`src/rtl/sv32_ptw.sv`:
```
// -----------------------------------------------------------------------------
// sv32_ptw -- Sv32 hardware page-table walker
//
// On a TLB miss the MMU hands over the faulting virtual address together with
// satp. The walker reads the level-1 PTE and, if that PTE points to another
// table, the level-0 PTE. It then returns the leaf PTE or a structural fault.
// Only one 32-bit PTE read is outstanding at a time. Permission checks
// (R/W/X/U, A/D) are left to the MMU, and the walker never writes PTEs.
//
// Ports
//   clk_i, rst_i          clock and synchronous active-high reset
//   req_valid_i/ready_o   walk request from the MMU (ready only when idle)
//   req_vaddr_i           faulting virtual address
//   satp_i                MODE=[31], root PPN=[21:0]; sampled when a request
//                         is accepted
//   rsp_valid_o           one-cycle result pulse
//   rsp_data_o            [31:0] PTE, [32] superpage, [33] page fault,
//                         [34] access fault, [63:35] zero; holds its value
//                         until the next request is accepted
//   mem_req_valid_o/ready_i/addr_o   PTE read request (physical address)
//   mem_rsp_valid_i/data_i/err_i     PTE read response; err qualified by valid
// -----------------------------------------------------------------------------
module sv32_ptw #(
  parameter int unsigned PTW_TIMEOUT_CYCLES = 256,
  parameter int unsigned ADDR_WIDTH         = 32,
  parameter int unsigned PADDR_WIDTH        = 34
) (
  input  logic                   clk_i,
  input  logic                   rst_i,
  input  logic                   req_valid_i,
  output logic                   req_ready_o,
  input  logic [ADDR_WIDTH-1:0]  req_vaddr_i,
  input  logic [31:0]            satp_i,
  output logic                   rsp_valid_o,
  output logic [63:0]            rsp_data_o,
  output logic                   mem_req_valid_o,
  input  logic                   mem_req_ready_i,
  output logic [PADDR_WIDTH-1:0] mem_req_addr_o,
  input  logic                   mem_rsp_valid_i,
  input  logic [31:0]            mem_rsp_data_i,
  input  logic                   mem_rsp_err_i
);

  typedef enum logic [2:0] {
    S_IDLE,
    S_L1_REQ,
    S_L1_WAIT,
    S_L0_REQ,
    S_L0_WAIT,
    S_RSP,
    S_DRAIN
  } state_e;

  localparam int unsigned    CNT_W    = $clog2(PTW_TIMEOUT_CYCLES + 1);
  localparam logic [CNT_W-1:0] CNT_LAST = CNT_W'(PTW_TIMEOUT_CYCLES - 1);

  // PTE bit positions
  localparam int unsigned PTE_V = 0;
  localparam int unsigned PTE_R = 1;
  localparam int unsigned PTE_W = 2;
  localparam int unsigned PTE_X = 3;

  state_e           state_q, state_d;
  logic [9:0]       vpn1_q, vpn1_d;       // VA[31:22]
  logic [9:0]       vpn0_q, vpn0_d;       // VA[21:12]
  logic [21:0]      root_ppn_q, root_ppn_d;
  logic [31:0]      pte_q, pte_d;
  logic             super_q, super_d;
  logic             pf_q, pf_d;
  logic             af_q, af_d;
  logic             timed_out_q, timed_out_d;  // RSP must be followed by DRAIN
  logic [CNT_W-1:0] cnt_q, cnt_d;

  logic [33:0]      pte_addr;
  logic             at_l1;
  logic             is_leaf;
  logic             is_bad;

  // Only VA[31:12], satp.MODE and satp.PPN matter to the walk.
  logic unused_inputs;
  assign unused_inputs = ^{req_vaddr_i, satp_i};

  // PTE classification of the response currently on the bus.
  assign at_l1   = (state_q == S_L1_WAIT);
  assign is_bad  = !mem_rsp_data_i[PTE_V] ||
                   (!mem_rsp_data_i[PTE_R] && mem_rsp_data_i[PTE_W]);
  assign is_leaf = mem_rsp_data_i[PTE_R] || mem_rsp_data_i[PTE_X];

  // NOTE: every signal driven here gets a default first, so no path through
  // the case statement can leave one unassigned and infer a latch.
  always_comb begin
    state_d         = state_q;
    vpn1_d          = vpn1_q;
    vpn0_d          = vpn0_q;
    root_ppn_d      = root_ppn_q;
    pte_d           = pte_q;
    super_d         = super_q;
    pf_d            = pf_q;
    af_d            = af_q;
    timed_out_d     = timed_out_q;
    cnt_d           = cnt_q;
    req_ready_o     = 1'b0;
    rsp_valid_o     = 1'b0;
    mem_req_valid_o = 1'b0;
    pte_addr        = '0;

    case (state_q)
      S_IDLE: begin
        req_ready_o = 1'b1;
        if (req_valid_i) begin
          vpn1_d      = req_vaddr_i[31:22];
          vpn0_d      = req_vaddr_i[21:12];
          root_ppn_d  = satp_i[21:0];
          pte_d       = '0;
          super_d     = 1'b0;
          af_d        = 1'b0;
          timed_out_d = 1'b0;
          if (satp_i[31]) begin
            pf_d    = 1'b0;
            state_d = S_L1_REQ;
          end else begin
            // Bare mode: the MMU should never have asked for a walk.
            pf_d    = 1'b1;
            state_d = S_RSP;
          end
        end
      end

      S_L1_REQ, S_L0_REQ: begin
        mem_req_valid_o = 1'b1;
        pte_addr = (state_q == S_L1_REQ) ? {root_ppn_q, vpn1_q, 2'b00}
                                         : {pte_q[31:10], vpn0_q, 2'b00};
        if (mem_req_ready_i) begin
          cnt_d   = '0;
          state_d = (state_q == S_L1_REQ) ? S_L1_WAIT : S_L0_WAIT;
        end
      end

      S_L1_WAIT, S_L0_WAIT: begin
        if (mem_rsp_valid_i) begin
          pte_d   = mem_rsp_data_i;
          state_d = S_RSP;
          if (mem_rsp_err_i) begin
            af_d = 1'b1;
          end else if (is_bad) begin
            pf_d = 1'b1;
          end else if (is_leaf) begin
            // A level-1 leaf maps 4 MiB, so PPN[0] must be zero.
            if (at_l1 && (mem_rsp_data_i[19:10] != 10'd0)) begin
              pf_d = 1'b1;
            end else if (at_l1) begin
              super_d = 1'b1;
            end
          end else if (at_l1) begin
            state_d = S_L0_REQ;
          end else begin
            // Pointer at the last level: the table is malformed.
            pf_d = 1'b1;
          end
        end else if (cnt_q == CNT_LAST) begin
          af_d        = 1'b1;
          timed_out_d = 1'b1;
          state_d     = S_RSP;
        end else begin
          cnt_d = cnt_q + 1'b1;
        end
      end

      S_RSP: begin
        rsp_valid_o = 1'b1;
        if (timed_out_q) begin
          cnt_d   = '0;
          state_d = S_DRAIN;
        end else begin
          state_d = S_IDLE;
        end
      end

      S_DRAIN: begin
        // Swallow the late response of the timed-out read so it cannot be
        // mistaken for the answer to the next walk's read.
        if (mem_rsp_valid_i || (cnt_q == CNT_LAST)) begin
          state_d = S_IDLE;
        end else begin
          cnt_d = cnt_q + 1'b1;
        end
      end

      default: state_d = S_IDLE;
    endcase
  end

  // NOTE: sequential state uses non-blocking assignments only, so every
  // register samples the values from before this clock edge.
  always_ff @(posedge clk_i) begin
    if (rst_i) begin
      // NOTE: the latched walk data is reset along with the FSM because the
      // result word is visible on rsp_data_o straight out of reset.
      state_q     <= S_IDLE;
      vpn1_q      <= '0;
      vpn0_q      <= '0;
      root_ppn_q  <= '0;
      pte_q       <= '0;
      super_q     <= 1'b0;
      pf_q        <= 1'b0;
      af_q        <= 1'b0;
      timed_out_q <= 1'b0;
      cnt_q       <= '0;
    end else begin
      state_q     <= state_d;
      vpn1_q      <= vpn1_d;
      vpn0_q      <= vpn0_d;
      root_ppn_q  <= root_ppn_d;
      pte_q       <= pte_d;
      super_q     <= super_d;
      pf_q        <= pf_d;
      af_q        <= af_d;
      timed_out_q <= timed_out_d;
      cnt_q       <= cnt_d;
    end
  end

  assign mem_req_addr_o = PADDR_WIDTH'(pte_addr);
  assign rsp_data_o     = {29'd0, af_q, pf_q, super_q, pte_q};

endmodule

```
`config.mk`:
```
export PLATFORM = sky130hd
export DESIGN_NAME = sv32_ptw
export DESIGN_NICKNAME = d
export VERILOG_FILES = /design/src/rtl/sv32_ptw.sv
export SDC_FILE = /design/constraint.sdc
export NUM_CORES = 1
export LEC_CHECK = 0
export ABC_AREA = 1
export ABC_CLOCK_PERIOD_IN_PS = 4350
export CAP_MARGIN = 15
export CORE_MARGIN = 10
export CORE_UTILIZATION = 45
export CTS_CLUSTER_SIZE = 20
export DETAILED_ROUTE_END_ITERATION = 6
export GPL_TIMING_DRIVEN = 0
export PLACE_DENSITY = 0.87
export SYNTH_ARGS = -nofsm -noshare
export SYNTH_HDL_FRONTEND = slang
export SYNTH_SLANG_ARGS = --single-unit
```
`constraint.sdc`:
```
create_clock -name clk_i -period 4.35 [get_ports clk_i]
set_input_delay 0.87 -clock clk_i [delete_from_list [all_inputs] [get_ports clk_i]]
set_output_delay 0.87 -clock clk_i [all_outputs]
set_load 0.05 [all_outputs]
```
==> results of run 1 <==
-- flip-flops by register name (all words and copies together), names as in the netlist --
register and flops:
pte_q 32, root_ppn_q 22, vpn0_q 10, vpn1_q 10
cnt_q 9, state_q 3, af_q 1, pf_q 1
super_q 1, timed_out_q 1
-- critical path, stage by stage (launching register included) --
cell and delay, ps:
dfxtp_1 430, inv_2 110, nor2_1 320, clkbuf_1 420
nand3_1 130, o21ai_0 140, clkdlybuf4s50_1 880
-- cell type report --
type | count | area [um^2]
Inverter | 74 | 278
Clock buffer | 11 | 151
Timing Repair Buffer | 148 | 1480
Tap cell | 129 | 161
Multi-Input combinational cell | 401 | 1910
Fill cell | 789 | 3020
Sequential cell | 90 | 1800
Buffer | 73 | 440
Clock inverter | 5 | 38.8
-- logic make-up after synthesis --
group / after synthesis / share of synthesized area, %
AND/OR/NAND/NOR: 191 / 19.5
AO/OA/AOI/OAI: 175 / 21.1
buffers and inverters: 147 / 16.6
flip-flops: 90 / 41.7
XOR/XNOR: 2 / 0.405
adder cells (fa/ha/maj): 2 / 0.579
other: 1 / 0.0868
-- metal layers --
layer	wire (um)	vias to the layer above	global-route usage, %	share of wire (%)
li1	-	2308	-	-
met4	333	0	8.58	2.3
met3	1640	26	8.01	11
met1	5660	2104	21.5	38
met5	0	-	0	0
met2	7100	203	35.4	48
-- cells in the mapped netlist, types with 2 or more instances --
library cell,number,share of area (%)
inv_1,69,6.0
inv_2,5,0.43
nand3b_1,3,0.52
o21ai_1,5,0.58
nor2_1,29,2.5
buf_2,13,1.5
nand2_2,3,0.43
dfxtp_1,90,42
xor2_1,2,0.41
o22ai_1,10,1.4
ha_1,2,0.58
nand2_1,84,7.3
clkbuf_1,18,1.6
o21bai_1,2,0.35
o21ai_0,62,7.2
buf_1,3,0.26
nand3_1,61,7.1
a21oi_1,93,11
nand4_1,8,1.2
buf_4,38,6.6
-- power groups by stage --
stage                     logic [W]  registers (W)  clock network [W]
after floorplan             0.00132        0.00125                  0
after global placement      0.00202        0.00113                  0
after detailed placement    0.00207        0.00114                  0
after CTS                   0.00208        0.00112           0.000545
after global routing        0.00227        0.00114           0.000575
final                       0.00209        0.00112           0.000541
-- cell usage in the layout, fill, tap and decap left out, drive strengths merged --
cell,Yosys,routed
o21ai,67,67
clkinv,0,1
clkdlybuf4s50,0,148
nand3b,3,3
buf,55,55
nor2,31,31
o21ba,1,1
nand3,61,61
o21bai,2,2
inv,74,74
xor2,2,2
nor3,1,1
a21oi,94,94
clkinvlp,0,4
nand2,87,87
dfxtp,90,90
nand4,8,8
clkbuf,18,29
o22ai,10,10
ha,2,2
o211ai,1,1
conb,1,31
-- worst min-delay path by stage --
stage,start,end,slack [ps],depth (start not counted)
3_3_place_gp,root_ppn_q[4],root_ppn_q[4],430,2
6_report,root_ppn_q[12],root_ppn_q[12],450,2
5_1_grt,root_ppn_q[15],root_ppn_q[15],480,2
4_1_cts,root_ppn_q[11],root_ppn_q[11],450,2
3_5_place_dp,root_ppn_q[11],root_ppn_q[11],440,2
2_1_floorplan,root_ppn_q[10],root_ppn_q[10],420,2
-- stage by stage --
| step | instances | util (%) |
|---|---|---|
| after global placement | 915 | 65.5 |
| after floorplan | 638 | - |
| after detailed placement | 915 | 65.5 |
| after CTS | 931 | 67.5 |
| after global routing | 931 | 67.5 |
| final | 931 | 67.5 |
==> metrics.txt, run 1 <==
Num CTS Buffers=9; Ys Warns=0; initial core utilization=46.5%; Tightest Pin Transition=579 ps; crit path time final=3640 ps; CTS Sinks=90; Global Route Usage Sum=20.4%; CP Data Required Time=3480 ps; worst clock skew=15.0 ps; clock buffer depth=2; number of hold buffers added after CTS=0; pins over their slew limit=0; Setup-failing EPs final=0; Seq/Total Area, Yosys=41.7%; vias in the first global route=4799; routability cong.=0.889; final instance area=0.00627 mm^2; DR vias/cell=4.98; Post-Syn Instances=608; number of max-cap violations=0; number of DRC markers in iteration 0=280; Comb power frac=55.6%; prevailing post-synth register cell=dfxtp_1; post-CTS setup buffer count=0; H-tree levels=3; pwr dens=599 mW/mm^2; Synth-to-Final Area Change=45.0%; port bufs=148; fin crit share=83.7%; Post-CTS Resized=0; pre-CTS WS=1100 ps; ant diodes=0; Clock Latency Late Sink=350 ps; Post-synth EDFFs=0; Crit Reg-Reg Startpoint=cnt_q[0]; wire length of the first global-routing pass=23600 um; WL final=14700 um; Hold Path Class=flop to flop; Reg clk slew, reported paths=90 ps; Reg power frac=29.9%; height of the die=118 um; total power=0.00375 W; Yosys cell types=28; Max Clock Freq=275 MHz; switching pwr=0.00184 W; WS Path Type=flop to output port; Core Area=0.00928 mm^2; Boundary Pins=203; Reg2Reg Depth=14; DP Area=0.00608 mm^2; critical path startpoint=state_q[0]; Leak=2.44 nW; RR Endpoint=cnt_q[8]; flops & latches, synth=90; initial antenna violation count=0; CTS root buffer=clkbuf_8; Site Rows=35; final hold slack=451 ps; crit end category=output port; total negative setup slack=0 ps; Final nets=901; Mapped Area=0.00432 mm^2; R2R Setup Slk=2280 ps; Slew HR=61.3%; DRC Markers=0; Crit Path Max Fanout=10; chip width=118 um; Net Sw Frac=49.0%; Max VDD drop=0.337 mV; dpl hpwl=11900 um; CP endpoint=mem_req_addr_o[25]; Internal Power=0.00191 W; largest net degree at the start of global routing=16; Critical Path Start Type=flop; Worst EP arrival=2770 ps; Clk pwr share=14.4%; synthesized area per cell=7.11 um^2; final worst setup slack=710 ps; RSZ-0062 raised after global routing=false; share of layout cells above drive strength 1=9.98%; drt pass-1 iters=5; post-synthesis async set-or-reset flop share=0%; Die ar.=0.0139 mm^2; status=completed; vias=4641; final antenna-violating net count=0; grt ovf=0; Routed wire per std cell=15.8 um; CTS tree=built; Final Hold Viols=0
Note: power is estimated with default switching activity, not from simulation.
==> run 2: changes to the inputs <==
ABC_CLOCK_PERIOD_IN_PS = 3610   (was 4350)
CORE_UTILIZATION = 41   (was 45)
PLACE_DENSITY = 0.8   (was 0.87)
clock period = 3.61 ns   (was 4.35 ns; I/O delays follow)
==> metrics.txt, run 2 (synthesis results as in run 1) <==
status=completed (unchanged); grt ovf=0 (unchanged); CTS root buffer=clkbuf_8 (unchanged); Setup-failing EPs final=0 (unchanged); Site Rows=37 (was 35); vias in the first global route=4719 (was 4799); Crit Reg-Reg Startpoint=cnt_q[0] (unchanged); Final Hold Viols=0 (unchanged); CTS tree=built (unchanged); hold depth=2 (unchanged); number of max-cap violations=0 (unchanged); final antenna-violating net count=0 (unchanged); Comb power frac=54.9% (was 55.6%); Core Area=0.0103 mm^2 (was 0.00928 mm^2); CP top delay family=buffers and inverters (unchanged); initial core utilization=42.1% (was 46.5%); initial antenna violation count=0 (unchanged); Hold EP=root_ppn_q[11] (was root_ppn_q[12]); Critical-path top delay cell=clkdlybuf4s50_1 (unchanged); total negative setup slack=0 ps (unchanged); share of layout cells above drive strength 1=10.1% (was 9.98%); ant diodes=0 (unchanged); Clock Latency Late Sink=350 ps (about the same); RR Endpoint=cnt_q[2] (was cnt_q[8]); WS Path Type=flop to output port (unchanged); Slew HR=60.6% (was 61.3%); most flop-heavy register=pte_q (unchanged); Largest register FFs=32 (unchanged); Reg power frac=29.4% (was 29.9%); Routed wire per std cell=16.0 um (was 15.8 um); commonest non-fill, non-tap cell in the layout=clkdlybuf4s50_1 (unchanged); Net Sw Frac=48.0% (was 49.0%); Clk pwr share=15.7% (was 14.4%); DR vias/cell=5.00 (was 4.98); number of DRC markers in iteration 0=370 (was 280); uppermost layer routed=met4 (unchanged); final instance area=0.00631 mm^2 (was 0.00627 mm^2); CP Data Required Time=2890 ps (was 3480 ps); Reg clk slew, reported paths=80 ps (was 90 ps); wire length of the first global-routing pass=23100 um (was 23600 um); R2R Setup Slk=1550 ps (was 2280 ps); Critical Path Start Type=flop (unchanged); RSZ-0062 raised after global routing=false (unchanged); # fillers=956 (was 789); H-tree levels=3 (unchanged); WL final=15000 um (was 14700 um); height of the die=123 um (was 118 um); Hold Path Class=flop to flop (unchanged); Synth-to-Final Area Change=46.1% (was 45.0%); Reg2Reg Depth=13 (was 14); DP Area=0.00609 mm^2 (was 0.00608 mm^2); Final nets=901 (unchanged); most frequent cells in the layout=143 x clkdlybuf4s50_1, 93 x a21oi_1, 90 x dfxtp_1, 84 x nand2_1, 69 x inv_1 (was 148 x clkdlybuf4s50_1, 93 x a21oi_1, 90 x dfxtp_1, 84 x nand2_1, 69 x inv_1); Max Clock Freq=291 MHz; CTS Sinks=90 (unchanged); Global Route Usage Sum=19.1% (was 20.4%); post-CTS setup buffer count=0 (unchanged); pwr dens=729 mW/mm^2 (was 599 mW/mm^2); Leak=2.56 nW (was 2.44 nW); crit-path cells=inv_2, nor2_1, nand2_1, clkbuf_1, o22ai_1, clkdlybuf4s50_1 (was inv_2, nor2_1, clkbuf_1, nand3_1, o21ai_0, clkdlybuf4s50_1); clock buffer depth=2 (unchanged); Die ar.=0.0150 mm^2 (was 0.0139 mm^2); routed length on met3=1680 um (was 1640 um); final worst setup slack=171 ps (was 710 ps); Num CTS Buffers=9 (unchanged); Boundary Pins=203 (unchanged); Internal Power=0.00239 W (was 0.00191 W); chip width=123 um (was 118 um); switching pwr=0.00221 W (was 0.00184 W); vias=4693 (was 4641); DR WL met2=7250 um (was 7100 um); Crit Path Max Fanout=10 (unchanged); CP peak stage delay=860 ps (was 880 ps); Max VDD drop=0.337 mV (about the same); crit path time final=3440 ps; largest net degree at the start of global routing=15 (was 16); Tightest Pin Transition=590 ps (was 579 ps); routability cong.=0.854 (was 0.889); port bufs=148 (unchanged); top flop regs=pte_q: 32 flops, root_ppn_q: 22 flops (unchanged); worst path bufs/invs=3 (unchanged); dpl hpwl=12000 um (was 11900 um); wire length on met1=5750 um (was 5660 um); DRC Markers=0 (unchanged); pins over their slew limit=0 (unchanged); pre-CTS WS=483 ps (was 1100 ps); fin crit share=95.3%; hold_sp=root_ppn_q[11] (was root_ppn_q[12]); crit end category=output port (unchanged); Worst EP arrival=2720 ps (was 2770 ps); worst clock skew=16.2 ps (was 15.0 ps); drt pass-1 iters=5 (unchanged)
## run 2: changes by cell type in the layout (fill, tap and decap cells not counted)
| cell | previous run | this run |
|---|---|---|
| clkdlybuf4s50_1 | 148 | 143 |
| bufinv_16 | 0 | 1 |
| clkbuf_1 | 18 | 17 |
| clkinv_2 | 0 | 2 |
| dlymetal6s2s_1 | 0 | 5 |
| clkbuf_2 | 0 | 1 |
| clkbuf_8 | 11 | 12 |
| clkinvlp_4 | 4 | 0 |
## run 2: cell type report
cell class                      instances  area (um^2)  share of cell area (%)
Clock inverter                          4         48.8                   0.773
Timing Repair Buffer                  148         1490                    23.7
Multi-Input combinational cell        401         1910                    30.3
Tap cell                              136          170                    2.70
Clock buffer                           12          165                    2.62
Inverter                               74          278                    4.40
Sequential cell                        90         1800                    28.5
Buffer                                 73          442                    7.00
## run 2: timing repair
item | in CTS | in global routing
gates resized for setup | 0 | 7
setup endpoints to repair | 0 | 9
hold buffers | 0 | 0
## run 2: tightest hold or removal path: stages (launching register included)
cell and delay (ps):
dfxtp_1 310, inv_1 60, a21oi_1 50
## run 2: per-layer routing
layer / global-route usage (%) / vias up
met2: 33.8 / 221
li1: - / 2311
met3: 7.02 / 23
met4: 6.19 / 0
met1: 20.6 / 2138
met5: 0 / -
## run 2: power by group through the flow
stage	Sequential, W	Combinational [W]	Clock, W
finish	0.00135	0.00253	0.000722
global route	0.00138	0.00274	0.000774
CTS	0.00135	0.00251	0.000738
detailed placement	0.00137	0.00251	0
global placement	0.00136	0.00245	0
floorplan	0.00151	0.00159	0
## run 2: stage by stage
| stage | util [%] | power (W) | hold slack (ps) | instances |
|---|---|---|---|---|
| 2_1_floorplan | - | 0.00309 | 425 | 638 |
| 3_3_place_gp | 59.2 | 0.00382 | 436 | 922 |
| 3_5_place_dp | 59.2 | 0.00388 | 443 | 922 |
| 4_1_cts | 61.3 | 0.00460 | 454 | 938 |
| 5_1_grt | 61.4 | 0.00489 | 482 | 938 |
| 6_report | 61.4 | 0.00460 | 455 | 938 |
## run 2: worst max path at each step
stage	start	endpoint	slack (ps)	depth (start not counted)
floorplan	state_q[0]	mem_req_addr_o[24]	850	5
global placement	state_q[0]	mem_req_addr_o[25]	510	6
detailed placement	state_q[0]	mem_req_addr_o[25]	480	6
CTS	state_q[0]	mem_req_addr_o[25]	90	6
global route	state_q[0]	mem_req_addr_o[23]	5	6
finish	state_q[0]	mem_req_addr_o[3]	170	6
==> run 3: changes to the inputs <==
ABC_CLOCK_PERIOD_IN_PS = unset   (was 3610)
CORE_MARGIN = unset   (was 10)
==> metrics.txt, run 3 (synthesis results as in run 1) <==
status=completed (unchanged); pins over their slew limit=0 (unchanged); crit path time final=3460 ps (was 3440 ps); RSZ-0062 raised after global routing=false (unchanged); crit end category=output port (unchanged); Worst EP arrival=2730 ps (was 2720 ps); Reg power frac=30.1% (was 29.4%); number of DRC markers in iteration 0=216 (was 370); CTS root buffer=clkbuf_8 (unchanged); number of max-cap violations=0 (unchanged); uppermost layer routed=met4 (unchanged); most frequent cells in the layout=143 x clkdlybuf4s50_1, 93 x a21oi_1, 90 x dfxtp_1, 84 x nand2_1, 69 x inv_1 (unchanged); Num CTS Buffers=9 (unchanged); wire length of the first global-routing pass=21100 um (was 23100 um); Slew HR=62.9% (was 60.6%); hold depth=2 (unchanged); number of hold buffers added after CTS=0 (unchanged); CP peak stage delay=840 ps (was 860 ps); Global Route Usage Sum=24.2% (was 19.1%); Final Hold Viols=0 (unchanged); ant diodes=0 (unchanged); Reg2Reg Depth=13 (unchanged); WL final=13400 um (was 15000 um); CP top delay family=buffers and inverters (unchanged); Critical-path top delay cell=clkdlybuf4s50_1 (unchanged); initial core utilization=42.1% (unchanged); DR WL met2=6490 um (was 7250 um); largest net degree at the start of global routing=17 (was 15); Setup-failing EPs final=0 (unchanged); top flop regs=pte_q: 32 flops, root_ppn_q: 22 flops (unchanged); worst clock skew=9.53 ps (was 16.2 ps); clock buffer depth=2 (unchanged); Max VDD drop=0.384 mV (was 0.337 mV); Critical Path Start Type=flop (unchanged); Hold Path Class=flop to flop (unchanged); Crit Path Max Fanout=10 (unchanged); chip width=105 um (was 123 um); CTS Sinks=90 (unchanged); Die ar.=0.0110 mm^2 (was 0.0150 mm^2); vias in the first global route=4466 (was 4719); Clock Latency Late Sink=370 ps (was 350 ps); Synth-to-Final Area Change=45.3% (was 46.1%); vias=4662 (was 4693); final antenna-violating net count=0 (unchanged); routed length on met3=997 um (was 1680 um); Reg clk slew, reported paths=90 ps (was 80 ps); Site Rows=37 (unchanged); drt pass-1 iters=5 (unchanged); WS Path Type=flop to output port (unchanged); initial antenna violation count=0 (unchanged); CP Data Required Time=2890 ps (about the same); switching pwr=0.00222 W (was 0.00221 W); commonest non-fill, non-tap cell in the layout=clkdlybuf4s50_1 (unchanged); DRC Markers=0 (unchanged); share of layout cells above drive strength 1=9.98% (was 10.1%); height of the die=105 um (was 123 um); critical path depth=6 (unchanged); worst path bufs/invs=3 (unchanged); R2R Setup Slk=1480 ps (was 1550 ps); Leak=2.53 nW (was 2.56 nW); crit-path cells=inv_2, nor2_1, clkbuf_1, nand3_1, o21ai_0, clkdlybuf4s50_1 (was inv_2, nor2_1, nand2_1, clkbuf_1, o22ai_1, clkdlybuf4s50_1); Largest register FFs=32 (unchanged); fin crit share=95.7% (was 95.3%); Core Area=0.0103 mm^2 (unchanged); grt ovf=0 (unchanged); Clk pwr share=14.1% (was 15.7%); Final Util=61.1% (was 61.4%); dpl hpwl=10500 um (was 12000 um); Boundary Pins=203 (unchanged); # fillers=967 (was 956); total negative setup slack=0 ps (unchanged); port bufs=148 (unchanged); H-tree levels=3 (unchanged); Comb power frac=55.8% (was 54.9%); Tightest Pin Transition=555 ps (was 590 ps); pwr dens=715 mW/mm^2 (was 729 mW/mm^2); Max Clock Freq=289 MHz (was 291 MHz); wire length on met1=5580 um (was 5750 um); CTS tree=built (unchanged); Final nets=901 (unchanged); Net Sw Frac=49.4% (was 48.0%); routability cong.=0.902 (was 0.854); DR vias/cell=4.97 (was 5.00); Routed wire per std cell=14.3 um (was 16.0 um); Internal Power=0.00227 W (was 0.00239 W); most flop-heavy register=pte_q (unchanged)
## run 3: what timing repair did
item | in CTS | in global routing
buffers inserted | 0 | 0
gates resized for setup | 0 | 5
hold endpoints to repair | 0 | 0
endpoints found under the setup margin | 0 | 5
## run 3: worst min-delay path: cells and delay by family, from the launching register on
family                 cells  cell delay, ps
buffers and inverters      1              50
DFF                        1             310
AOI/OAI and AO/OA          1              50
## run 3: worst paths after layout
kind,start,endpoint
max,state_q[0],mem_req_addr_o[27]
min,root_ppn_q[3],root_ppn_q[3]
max reg2reg,cnt_q[0],cnt_q[6]
min reg2reg,root_ppn_q[3],root_ppn_q[3]
## run 3: per-stage QoR
stage	instances	total power, W	area, um^2	hold WS, ps	setup slack, ps
after floorplan	638	0.00309	4430	425	849
after global placement	922	0.00379	6090	435	555
after detailed placement	922	0.00385	6090	442	560
after CTS	938	0.00449	6260	455	129
after global routing	938	0.00477	6280	471	1.20
final	938	0.00449	6280	454	154
## run 3: final cells by class
cell class	instances	area, um^2	share of cell area, %
Multi-Input combinational cell	401	1910	30.5
Sequential cell	90	1800	28.7
Timing Repair Buffer	148	1490	23.8
Buffer	73	440	7.02
Inverter	74	278	4.42
Tap cell	136	170	2.71
Clock buffer	9	124	1.97
Clock inverter	7	55.1	0.877
## run 3: power groups by stage
stage | registers (W) | clock network, W | logic (W)
6_report | 0.00135 | 0.000633 | 0.00251
5_1_grt | 0.00138 | 0.000679 | 0.00271
3_5_place_dp | 0.00137 | 0 | 0.00248
4_1_cts | 0.00135 | 0.000642 | 0.00250
2_1_floorplan | 0.00151 | 0 | 0.00159
3_3_place_gp | 0.00136 | 0 | 0.00243
## run 3: layer usage
layer | vias up | track usage (%)
met5 | - | 0
met4 | 0 | 10.2
met3 | 24 | 4.99
met2 | 191 | 42.4
met1 | 2137 | 28.5
li1 | 2310 | -
